--- config.mk ---
export PLATFORM = sky130hd
export DESIGN_NAME = inst_fetcher
export DESIGN_NICKNAME = d
export VERILOG_FILES = /design/src/rtl/inst_fetcher_pkg.sv /design/src/rtl/inst_fetcher_branch_predictor.sv /design/src/rtl/inst_fetcher.sv
export SDC_FILE = /design/constraint.sdc
export NUM_CORES = 1
export LEC_CHECK = 0
export ABC_CLOCK_PERIOD_IN_PS = 3200
export CORE_UTILIZATION = 30
export CTS_CLUSTER_DIAMETER = 150
export DETAILED_ROUTE_END_ITERATION = 7
export PLACE_DENSITY_LB_ADDON = 0.15
export SLEW_MARGIN = 20
export SYNTH_ARGS = -nofsm -noshare
export SYNTH_HDL_FRONTEND = slang
export SYNTH_SLANG_ARGS = --single-unit
--- constraint.sdc ---
create_clock -name clk_in -period 3.2 [get_ports clk_in]
set_clock_uncertainty 0.1 [all_clocks]
set_input_delay 0.32 -clock clk_in [delete_from_list [all_inputs] [get_ports clk_in]]
set_output_delay 0.32 -clock clk_in [all_outputs]
set_load 0.005 [all_outputs]
--- src/rtl/inst_fetcher_pkg.sv ---
// Shared definitions for the instruction fetch stage: RV32I major opcodes,
// fetch FSM states, predictor counter init, and immediate extraction helpers.
package inst_fetcher_pkg;

   localparam logic [6:0] OP_JAL    = 7'b1101111;
   localparam logic [6:0] OP_JALR   = 7'b1100111;
   localparam logic [6:0] OP_BRANCH = 7'b1100011;

   localparam logic [1:0] CTR_INIT  = 2'b01;

   typedef enum logic [1:0] {
      FETCH,
      WAIT_MEM,
      STALL_JALR,
      DISCARD
   } fetch_state_e;

   // J-type immediate from inst[31:12], sign-extended to 32 bits
   function automatic logic [31:0] imm_j(input logic [19:0] hi);
      return {{12{hi[19]}}, hi[7:0], hi[8], hi[18:9], 1'b0};
   endfunction

   // B-type immediate from funct7 field (inst[31:25]) and rd field (inst[11:7])
   function automatic logic [31:0] imm_b(input logic [6:0] f7, input logic [4:0] f5);
      return {{20{f7[6]}}, f5[0], f7[5:0], f5[4:1], 1'b0};
   endfunction

endpackage

--- src/rtl/inst_fetcher_branch_predictor.sv ---
// Bimodal branch predictor: table of 2-bit saturating counters with an
// asynchronous lookup port and a clocked training port. Used when IF_BHT_EN is set.
module branch_predictor
   import inst_fetcher_pkg::*;
#(
   parameter int unsigned BHT_SIZE_LOG = 6
) (
   input  logic                    clk_in,
   input  logic                    rst_in,
   input  logic                    rdy_in,
   input  logic [BHT_SIZE_LOG-1:0] lookup_idx,
   output logic                    taken_c,
   input  logic                    update_en,
   input  logic [BHT_SIZE_LOG-1:0] update_idx,
   input  logic                    update_taken
);

   localparam int unsigned ENTRIES = 1 << BHT_SIZE_LOG;

   logic [1:0] ctr_q [ENTRIES];

   // Lookup reads the stored value, so a same-cycle update is not visible yet
   assign taken_c = ctr_q[lookup_idx][1];

   // Counter training with saturation at both ends
   always_ff @(posedge clk_in) begin
      if (rst_in) begin
         for (int unsigned i = 0; i < ENTRIES; i++) begin
            ctr_q[BHT_SIZE_LOG'(i)] <= CTR_INIT;
         end
      end else if (rdy_in && update_en) begin
         if (update_taken) begin
            if (ctr_q[update_idx] != 2'b11) ctr_q[update_idx] <= ctr_q[update_idx] + 2'd1;
         end else begin
            if (ctr_q[update_idx] != 2'b00) ctr_q[update_idx] <= ctr_q[update_idx] - 2'd1;
         end
      end
   end

endmodule

--- src/rtl/inst_fetcher.sv ---
// Instruction fetch stage: owns the fetch PC, issues one icache request at a
// time, hands each word to the decoder with a direction prediction, redirects
// on ROB flush and stalls on jalr. Define IF_BHT_EN to enable the bimodal
// predictor; otherwise branches are predicted not-taken.
module inst_fetcher
   import inst_fetcher_pkg::*;
#(
   parameter int unsigned            ADDR_WIDTH   = 32,
   parameter int unsigned            BHT_SIZE_LOG = 6,
   parameter logic [ADDR_WIDTH-1:0]  RESET_PC     = '0
) (
   input  logic                  clk_in,
   input  logic                  rst_in,
   input  logic                  rdy_in,
   output logic                  IFIC_en,
   output logic [ADDR_WIDTH-1:0] IFIC_addr,
   input  logic                  ICIF_en,
   input  logic [31:0]           ICIF_inst,
   output logic                  IFDC_en,
   output logic [ADDR_WIDTH-1:0] IFDC_pc,
   output logic [6:0]            IFDC_opcode,
   output logic [24:0]           IFDC_remain_inst,
   output logic                  IFDC_predict_result,
   input  logic                  DCIF_ask_IF,
   input  logic                  ROBIF_flush,
   input  logic [ADDR_WIDTH-1:0] ROBIF_new_pc,
   input  logic                  ROBIF_jalr_en,
   input  logic [ADDR_WIDTH-1:0] ROBIF_jalr_pc,
   input  logic                  ROBIF_br_en,
   input  logic [ADDR_WIDTH-1:0] ROBIF_br_pc,
   input  logic                  ROBIF_br_taken
);

   fetch_state_e            state_q, state_d;
   logic [ADDR_WIDTH-1:0]   pc_q, pc_d;
   logic                    ific_en_d;
   logic [ADDR_WIDTH-1:0]   ific_addr_d;
   logic                    ifdc_en_d;
   logic [ADDR_WIDTH-1:0]   ifdc_pc_d;
   logic [6:0]              ifdc_opcode_d;
   logic [24:0]             ifdc_remain_d;
   logic                    ifdc_pred_d;
   logic                    bht_taken_c;

`ifdef IF_BHT_EN
   logic unused_br_pc;
   assign unused_br_pc = ^{ROBIF_br_pc[ADDR_WIDTH-1:BHT_SIZE_LOG+2], ROBIF_br_pc[1:0]};

   branch_predictor #(.BHT_SIZE_LOG(BHT_SIZE_LOG)) u_branch_predictor (
      .clk_in       (clk_in),
      .rst_in       (rst_in),
      .rdy_in       (rdy_in),
      .lookup_idx   (pc_q[BHT_SIZE_LOG+1:2]),
      .taken_c      (bht_taken_c),
      .update_en    (ROBIF_br_en),
      .update_idx   (ROBIF_br_pc[BHT_SIZE_LOG+1:2]),
      .update_taken (ROBIF_br_taken)
   );
`else
   logic unused_br;
   assign unused_br   = ^{ROBIF_br_en, ROBIF_br_pc, ROBIF_br_taken};
   assign bht_taken_c = 1'b0;
`endif

   // FSM state register
   always_ff @(posedge clk_in) begin
      if (rst_in) state_q <= FETCH;
      else        state_q <= state_d;
   end

   // Next-state, next-PC and next-output decode
   always_comb begin
      state_d       = state_q;
      pc_d          = pc_q;
      ific_en_d     = 1'b0;
      ific_addr_d   = IFIC_addr;
      ifdc_en_d     = 1'b0;
      ifdc_pc_d     = IFDC_pc;
      ifdc_opcode_d = IFDC_opcode;
      ifdc_remain_d = IFDC_remain_inst;
      ifdc_pred_d   = IFDC_predict_result;
      if (rdy_in) begin
         if (ROBIF_flush) begin
            pc_d = ROBIF_new_pc;
            case (state_q)
               WAIT_MEM: state_d = ICIF_en ? FETCH : DISCARD;
               DISCARD:  state_d = ICIF_en ? FETCH : DISCARD;
               default:  state_d = FETCH;
            endcase
         end else begin
            case (state_q)
               FETCH: begin
                  if (DCIF_ask_IF) begin
                     ific_en_d   = 1'b1;
                     ific_addr_d = pc_q;
                     state_d     = WAIT_MEM;
                  end
               end
               WAIT_MEM: begin
                  if (ICIF_en) begin
                     ifdc_en_d     = 1'b1;
                     ifdc_pc_d     = pc_q;
                     ifdc_opcode_d = ICIF_inst[6:0];
                     ifdc_remain_d = ICIF_inst[31:7];
                     ifdc_pred_d   = 1'b0;
                     pc_d          = pc_q + ADDR_WIDTH'(32'd4);
                     state_d       = FETCH;
                     case (ICIF_inst[6:0])
                        OP_JAL: begin
                           pc_d        = pc_q + ADDR_WIDTH'($signed(imm_j(ICIF_inst[31:12])));
                           ifdc_pred_d = 1'b1;
                        end
                        OP_JALR: begin
                           pc_d    = pc_q;
                           state_d = STALL_JALR;
                        end
                        OP_BRANCH: begin
                           if (bht_taken_c) begin
                              pc_d        = pc_q + ADDR_WIDTH'($signed(imm_b(ICIF_inst[31:25], ICIF_inst[11:7])));
                              ifdc_pred_d = 1'b1;
                           end
                        end
                        default: ;
                     endcase
                  end
               end
               STALL_JALR: begin
                  if (ROBIF_jalr_en) begin
                     pc_d    = ROBIF_jalr_pc;
                     state_d = FETCH;
                  end
               end
               DISCARD: begin
                  if (ICIF_en) state_d = FETCH;
               end
               default: state_d = FETCH;
            endcase
         end
      end
   end

   // PC and registered outputs
   always_ff @(posedge clk_in) begin
      if (rst_in) begin
         pc_q                <= RESET_PC;
         IFIC_en             <= 1'b0;
         IFIC_addr           <= RESET_PC;
         IFDC_en             <= 1'b0;
         IFDC_pc             <= '0;
         IFDC_opcode         <= '0;
         IFDC_remain_inst    <= '0;
         IFDC_predict_result <= 1'b0;
      end else begin
         pc_q                <= pc_d;
         IFIC_en             <= ific_en_d;
         IFIC_addr           <= ific_addr_d;
         IFDC_en             <= ifdc_en_d;
         IFDC_pc             <= ifdc_pc_d;
         IFDC_opcode         <= ifdc_opcode_d;
         IFDC_remain_inst    <= ifdc_remain_d;
         IFDC_predict_result <= ifdc_pred_d;
      end
   end

endmodule

## After elaboration in Yosys (flattened, before gate mapping)

Cells that the tools add are included.

| cells by class | value |
|---|---|
| bitwise gates (word level) | 4 |
| muxes and demuxes | 17 |
| $add $sub $neg | 2 |
| eq/ne operators | 10 |
| reduce and logical (&&, ||, !) cells | 9 |

Operator list:

| cell | number |
|---|---|
| one-hot mux 32 bit (2 select lines) | 2 |
| 2-to-1 mux 32 bit | 3 |
| adder 32 x 3 -> 32 bit, second input constant | 1 |
| adder 32 bit | 1 |
| 2-to-1 mux 2 bit | 8 |
| != test 3 bit, second input constant | 5 |
| equality test 7 bit, second input constant | 2 |
| AND reduction 5 bit | 2 |
| one-hot mux 2 bit (4 select lines) | 1 |
| AND reduction 4 bit | 2 |
| OR reduction 4 bit | 2 |
| equality test 2 bit, second input constant | 2 |
| NOT 1 bit | 4 |
| 2-to-1 mux 1 bit | 3 |
| nonzero test 3 bit | 1 |
| equality test 2 x 1 -> 1 bit, second input constant | 1 |
| zero test 2 bit | 1 |
| OR reduction 2 bit | 1 |

| storage, ports and cells | value |
|---|---|
| logic and storage cells | 51 |
| output and inout bits | 99 |
| flip-flop bits (word level) | 133 |
| bits of input ports | 137 |

## Longest topological paths before layout

Gate-level depths: netlist of the first run.

| depth | value |
|---|---|
| word-level depth | 5 |
| depth in mapped cells | 11 |
| depth with buffers taken out | 11 |

## Worst setup path before layout of the first run

No wires, ideal clock.

| timing path | value |
|---|---|
| path kind | reg-to-reg |
| from | register pc_q[2] |
| to | register pc_q[27] |
| period minus slack after synthesis | 2837 ps |
| slack | 363 ps |
| path buffers | 1 |
| stages on the path, launching flop included | 12 |
| arrival | 2663 ps |
| data required time | 3026 ps |
| setup time | 74 ps |
| cell sequence | dfxtp_1 > clkbuf_1 > inv_1 > fa_1 > nand2b_1 > a21o_1 > a211oi_1 > o21ai_1 > a211oi_1 > nor2_1 > or3b_1 > a31oi_1 |

| on the way | value |
|---|---|
| word-level cells in the longest chain between the ends | 5 |
| elaborated cells on any way between the ends | 6 |
| those cells by class | add/sub (2); mux (4) |

Ends and longest elaborated chain:

| element | RTL line | RTL |
|---|---|---|
| start: declaration | inst_fetcher.sv:35 | `logic [ADDR_WIDTH-1:0] pc_q, pc_d;` |
| start signal: assignment | inst_fetcher.sv:154 | `pc_q <= pc_d;` |
| adder 32 x 3 -> 32 bit / adder 32 bit (equally long branches) | inst_fetcher.sv:106, inst_fetcher.sv:110 |  |
| one-hot mux 32 bit (2 select lines) (*) | inst_fetcher.sv:108 | `case (ICIF_inst[6:0])` |
| 2-to-1 mux 32 bit (*) | inst_fetcher.sv:100 | `if (ICIF_en) begin` |
| one-hot mux 32 bit (2 select lines) (*) | inst_fetcher.sv:91 | `case (state_q)` |
| 2-to-1 mux 32 bit (*) | inst_fetcher.sv:83 | `if (ROBIF_flush) begin` |

Mark *: on every way between the ends. The rest lies on a longest branch, timed or not. The select of a mux whose other input is x is not followed.
A chain may end at the register's enable or synchronous reset.

## Worst setup path in the final report of the first run

| timing path | value |
|---|---|
| from | register pc_q[1] |
| to | register pc_q[31] |

The elaborated chain is that of the path after synthesis.

==> results of run 1 <==
## stage by stage
stage / setup TNS, ns / std cells
2_1_floorplan: 0 / 1069
3_3_place_gp: -0.9065 / 1609
3_5_place_dp: -1.152 / 1609
4_1_cts: 0 / 1640
5_1_grt: 0 / 1640
6_report: 0 / 1640
## cells by family after synthesis
group,Yosys count
AND/OR/NAND/NOR,445
AO/OA/AOI/OAI,322
flip-flops,133
buffers and inverters,88
XOR/XNOR,44
adder cells (fa/ha/maj),32
multiplexers,5
## flip-flops by register name, indices dropped and copies added (netlist names)
name	cells
IFDC_en	1
IFDC_opcode	7
IFDC_pc	32
IFDC_predict_result	1
IFIC_addr	32
IFIC_en	1
state_q	2
pc_q	32
IFDC_remain_inst	25
## synth_stat cells (all sizes together), types with 5 or more instances
| cell type | n |
|---|---|
| nand2 | 259 |
| a21oi | 166 |
| dfxtp | 133 |
| clkbuf | 64 |
| nor2 | 62 |
| o21ai | 50 |
| ha | 31 |
| nand3 | 31 |
| xnor2 | 25 |
| a21o | 19 |
| nor3 | 19 |
| xor2 | 19 |
| o211ai | 16 |
| nand4 | 14 |
| a211oi | 13 |
| inv | 13 |
| or3 | 13 |
| a31oi | 12 |
| and3 | 12 |
| buf | 11 |
| and4 | 9 |
| a311oi | 7 |
| nand2b | 6 |
| and2 | 5 |
## routing by layer
layer	vias to the layer above	global-route usage, %	part of all wire, %
met5	-	0	0
met4	0	6.355	1.5
met3	27	3.586	5.5
met2	250	37.31	48
met1	3962	28.38	45
li1	4231	-	-
## worst max-delay path: cells and delay by family (launching register included)
kind                       cells  cell delay, ns
AOI/OAI and AO/OA              6            1.18
adders and majority gates      2            0.57
buffers and inverters          3            0.39
DFF                            1            0.40
muxes                          1            0.07
and+or+nand+nor                1            0.17
## power by group
part / leakage (nW) / internal, mW / total (mW) / switching [mW]
logic: 2.78 / 0.406 / 0.863 / 0.457
clock network: 0.295 / 1.26 / 2.08 / 0.825
registers: 1.08 / 1.69 / 1.73 / 0.0367
total: 4.16 / 3.36 / 4.67 / 1.32
## layout make-up
cell class / instances / area [sq um] / share of cell area, %
flip-flops and latches: 133 / 2664 / 23.70
well taps: 330 / 412.9 / 3.674
inverters: 13 / 48.80 / 0.4342
clock buffers: 18 / 439.2 / 3.908
repair buffers: 285 / 2690 / 23.94
clock inverters: 13 / 173.9 / 1.548
multi-input cells: 848 / 4810 / 42.80
## worst paths after layout
kind	start	end	slack (ns)
hold reg to reg	IFDC_remain_inst[1]$_SDFFE_PP0P_	IFDC_remain_inst[1]$_SDFFE_PP0P_	0.35
hold / removal	rst_in	pc_q[28]$_SDFFE_PP0P_	0.13
setup reg to reg	pc_q[1]$_SDFFE_PP0P_	pc_q[31]$_SDFFE_PP0P_	0.22
setup / recovery	pc_q[1]$_SDFFE_PP0P_	pc_q[31]$_SDFFE_PP0P_	0.22
==> flow_summary_export.csv, run 1 <==
group,metric,value,unit
logic_synthesis,yosys.area_share.xor_xnor,4.911,%
cts,post_cts_buffers,0,
logic_synthesis,synth_nets,1238,
setup_path,startpoint_type,"register",
timing,min_period_over_period,93.01,%
finish,antenna_cells,0,
setup_path,ff2ff_path_depth,13,
run_status,status,"finished, final reports clean",
cts,ctsResizeCount,0,
grt,gr-total-overflow,0,
finish,area_growth,43.21,%
grt,first_global_vias,8014,
logic_synthesis,synth-edff-count,0,
place,dp_hpwl,21530,microns
grt,grt_use_total,21.94,%
hold_path,whs_path_depth,4,
die,ios,236,
detailed_routing,drt.antenna.violating_nets,0,
setup_path,slowest_delay,0.40,ns
detailed_routing,drtPass1Iterations,5,
logic_synthesis,muxShareOfSynthArea,0.6537,%
timing,final_max_slew_viol_count,0,
finish,final_common_cell,"nand2_1",
hold_path,hp-class,"in -> reg",
logic_synthesis,async_reset_ff_share,0,%
setup_path,worstPathRequired,3.42,ns
cts,ctsRootBufferMaster,"clkbuf_16",
setup_path,path_cells,"ha_1 > inv_1 > fa_1 > nand2b_1 > a21o_1 > a211oi_1 > buf_4 > o21ai_1 > buf_4 > a311oi_1 > o21ba_2 > mux2i_1 > a32o_1",
timing,max_freq,336.0,MHz
finish,fin_area,11240,sq um
die,die_w,163.7,microns
timing,finalSetupViolations,0,
cts,cts_sinks,133,
logic_synthesis,synth_top_family_by_area,"simple AND/OR/NAND/NOR gates",
detailed_routing,wl,29630,microns
die,core,25400,sq um
logic_synthesis,ys_ff_latch,133,
setup_path,cp_max_fo,4,
finish,fill_cells,2664,
timing,hold_slack,0.1346,ns
place,gp_congestion,0.9258,
setup_path,cp-end-kind,"register",
grt,antenna_found_initial,0,
detailed_routing,route.detailed.drc,0,
detailed_routing,viasPerCell,5.165,
place,post-place-ws,-0.2139,ns
timing,setup_slack,0.2235,ns
timing,period_minus_slack,2.976,ns
timing,hold_viol_final,0,
logic_synthesis,synth_cells,1069,
logic_synthesis,yosys-top-cells-area,"dfxtp_1, nand2_1, a21oi_1, ha_1, o21ai_0",
die,die_y,163.7,microns
cts,clock_latency,0.43,ns
logic_synthesis,ys_seq_area_share,33.93,%
pwr,total_power,4.674,mW
logic_synthesis,synth_top_area_share,33.93,%
logic_synthesis,synth_fa_ha_area_share,5.198,%
die,placementRows,58,
finish,layout_common_cells,"nand2_1, clkdlybuf4s50_1, a21oi_1, dfxtp_1, buf_4",
finish,fin_util,44.25,%
cts,tritoncts,"built",
finish,drive_gt1_share,10.46,%
cts,cts.clk_slew.worst_paths,0.06,ns
timing,rsz0062_at_grt,"false",
finish,finish.net_count,1467,
flow_run,cap_violations,0,
pwr,power_density,415.9,nW/um^2
pwr,power.leakage,4.157,nW
place,dpl_cell_area,10620,sq um
logic_synthesis,synthesis.area,7848,sq um
logic_synthesis,synth_cell_type_count,73,
setup_path,cpMaxStageDelayCell,"dfxtp_2",
logic_synthesis,ys_warn_count,0,
timing,worst_slew_pin_slew,0.7352,ns
pwr,ir_drop,297.2,uV
logic_synthesis,synth_top_area_cell,"dfxtp_1",
die,start_util,30.90,%
detailed_routing,wl_per_cell,18.06,microns
setup_path,critPathKind,"reg -> reg",
setup_path,cpMostUsedCell,"buf_4",
die,dieArea,26810,sq um
cts,clk_path_buf_depth,2,
grt,grt_pass1_wl,44730,microns
grt,grt_max_degree,68,
detailed_routing,drt_iter0_drc,707,
logic_synthesis,synth_flop_cell,"dfxtp_1",
logic_synthesis,synth_compound_area_share,24.43,%
logic_synthesis,synth-simple-area-share,25.69,%
logic_synthesis,syn_avg_cell_area,7.341,sq um
cts,cts_hold_buf,0,
timing,relSlewSlack,50.98,%
place,port_buffers,201,
setup_path,arrival,3.20,ns
detailed_routing,num_vias,8470,
cts,cts_buffers,17,
cts,htree_num_levels,4,
(Power assumes the default switching activity.)
==> inputs of run 2 (changes only) <==
Settings changed: PLACE_DENSITY set to 0.64, PLACE_DENSITY_LB_ADDON 0.15 to not set.
==> flow_summary_export.csv, run 2 (same netlist as run 1, synthesis figures left out) <==
group,metric,value,unit
setup_path,worstPathRequired,3.44,ns
die,die_w,163.7,microns
timing,tns,0,ns
setup_path,slowest_delay,0.39,ns
grt,first_global_vias,8070,
setup_path,cp_max_fo,4,
setup_path,cpMostUsedCell,"buf_4",
detailed_routing,wl,29620,microns
setup_path,ff2ff_path_depth,13,
detailed_routing,wl_per_cell,17.95,microns
detailed_routing,route.detailed.drc,0,
detailed_routing,drt.antenna.violating_nets,0,
timing,period_minus_slack,2.965,ns
finish,layout_common_cells,"nand2_1, clkdlybuf4s50_1, a21oi_1, dfxtp_1, buf_4",
pwr,clockPowerShare,43.4,%
timing,max_freq,337.3,MHz
die,die_y,163.7,microns
pwr,seqPwrFrac,37.5,%
finish,area_growth,43.75,%
setup_path,critPathKind,"reg -> reg",
hold_path,hp-class,"in -> reg",
pwr,p_comb_share,19.1,%
detailed_routing,viasPerCell,5.275,
grt,grt_max_degree,59,
cts,cts_sinks,133,
place,port_buffers,201,
hold_path,whs_path_depth,2,
detailed_routing,num_vias,8703,
pwr,switchingPower,1.388,mW
setup_path,arrival,3.21,ns
setup_path,rr_startpoint,"pc_q[1]$_SDFFE_PP0P_",
die,core,25400,sq um
pwr,swShare,30.12,%
detailed_routing,drt_iter0_drc,748,
place,gp_congestion,0.9343,
cts,clk_path_buf_depth,2,
setup_path,crit_path_start,"pc_q[1]$_SDFFE_PP0P_",
setup_path,cpMaxStageDelayCell,"dfxtp_4",
pwr,p_int,3.220,mW
finish,largestRegisters,"IFDC_pc: 32 flops, IFIC_addr: 32 flops, pc_q: 32 flops",
cts,tritoncts,"built",
pwr,ir_drop,251.3,uV
finish,finish.net_count,1476,
setup_path,rr_endpoint,"pc_q[23]$_SDFFE_PP0P_",
setup_path,path_cells,"ha_1 > inv_1 > fa_1 > nand2b_1 > a21o_1 > a211oi_1 > buf_4 > o21ai_2 > buf_4 > nand3_1 > xnor2_1 > or3_1 > a311oi_1",
cts,clock_latency,0.43,ns
grt,grt_use_total,21.81,%
pwr,power_density,408.5,nW/um^2
cts,cts_buffers,17,
finish,fill_cells,2600,
die,start_util,30.90,%
timing,min_period_over_period,92.66,%
place,dp_hpwl,22070,microns
timing,relSlewSlack,45.37,%
timing,worst_slew_pin_slew,0.8194,ns
die,ios,236,
grt,gr-total-overflow,0,
finish,drive_gt1_share,11.21,%
setup_path,cp-end-kind,"register",
die,placementRows,58,
timing,rsz0062_at_grt,"false",
grt,grt_pass1_wl,44770,microns
detailed_routing,drtPass1Iterations,5,
pwr,power.leakage,4.193,nW
timing,finalSetupViolations,0,
cts,ctsRootBufferMaster,"clkbuf_16",
timing,hold_slack,0.1570,ns
finish,final_common_cell,"nand2_1",
grt,antenna_found_initial,0,
cts,cts_hold_buf,0,
grt,grtUsageMet2,36.69,%
setup_path,r2r_slack,0.23,ns
timing,hold_viol_final,0,
setup_path,cp-endpoint,"pc_q[23]$_SDFFE_PP0P_",
grt,grtUsageMet3,3.081,%
finish,antenna_cells,0,
cts,htree_num_levels,4,
flow_run,cap_violations,0,
run_status,status,"finished, final reports clean",
setup_path,startpoint_type,"register",
timing,final_max_slew_viol_count,0,
pwr,total_power,4.609,mW
cts,cts.clk_slew.worst_paths,0.07,ns
grt,met1_usage,27.86,%
grt,grt_busiest_layer,"met2",
die,dieArea,26810,sq um
## run 2: how the worst min path moves through the flow
stage | from | end | slack (ns)
finish | rst_in | IFDC_remain_inst[4]$_SDFFE_PP0P_ | 0.16
global route | rst_in | IFDC_remain_inst[10]$_SDFFE_PP0P_ | 0.17
CTS | rst_in | IFDC_remain_inst[4]$_SDFFE_PP0P_ | 0.15
detailed placement | IFDC_pc[31]$_SDFFE_PP0P_ | IFDC_pc[31]$_SDFFE_PP0P_ | 0.35
global placement | IFDC_opcode[3]$_SDFFE_PP0P_ | IFDC_opcode[3]$_SDFFE_PP0P_ | 0.34
floorplan | pc_q[0]$_SDFFE_PP0P_ | IFDC_pc[0]$_SDFFE_PP0P_ | 0.34
## run 2: final cells by class
| type | count | area [sq um] | area share [%] |
|---|---|---|---|
| Multi-Input combinational cell | 848 | 4813 | 42.67 |
| Sequential cell | 133 | 2666 | 23.64 |
| Clock inverter | 15 | 168.9 | 1.497 |
| Inverter | 13 | 48.80 | 0.4326 |
| Timing Repair Buffer | 294 | 2745 | 24.33 |
| Tap cell | 330 | 412.9 | 3.660 |
| Clock buffer | 17 | 425.4 | 3.771 |
## run 2: per-stage QoR
step / cell area, sq um / setup slack [ns] / instances / util [%]
floorplan: 7848 / 0.3631 / 1069 / -
global placement: 10670 / -0.2068 / 1618 / 42.02
detailed placement: 10670 / -0.2296 / 1618 / 42.02
CTS: 11270 / 0.01935 / 1650 / 44.36
global route: 11280 / 0.08333 / 1650 / 44.41
finish: 11280 / 0.2349 / 1650 / 44.41
## run 2: power groups by stage
stage | Clock, mW | Sequential (mW) | Combinational (mW)
2_1_floorplan | 0 | 1.77 | 0.445
3_3_place_gp | 0 | 1.76 | 0.865
3_5_place_dp | 0 | 1.76 | 0.867
4_1_cts | 2.03 | 1.73 | 0.874
5_1_grt | 2.11 | 1.73 | 0.961
6_report | 2.00 | 1.73 | 0.882
## run 2: repair_timing
| item | 4_1_cts | 5_1_grt |
|---|---|---|
| gates resized for setup | 0 | 4 |
| setup endpoints to repair | 0 | 5 |
| setup buffers | 0 | 0 |
## run 2: per-layer routing
metal	part of all wire, %	routed length (microns)
met1	43	12650
met2	47	13910
met3	7.2	2122
met4	3.1	933
met5	0	0
## run 2: worst max-delay path, delay by kind of cell, from the launching register on
| kind | cells | cell delay, ns |
|---|---|---|
| AOI/OAI and AO/OA | 4 | 0.78 |
| xor gates and xnor gates | 1 | 0.07 |
| adders and majority gates | 2 | 0.55 |
| buffers and inverters | 3 | 0.39 |
| DFF | 1 | 0.39 |
| and+or+nand+nor | 3 | 0.58 |
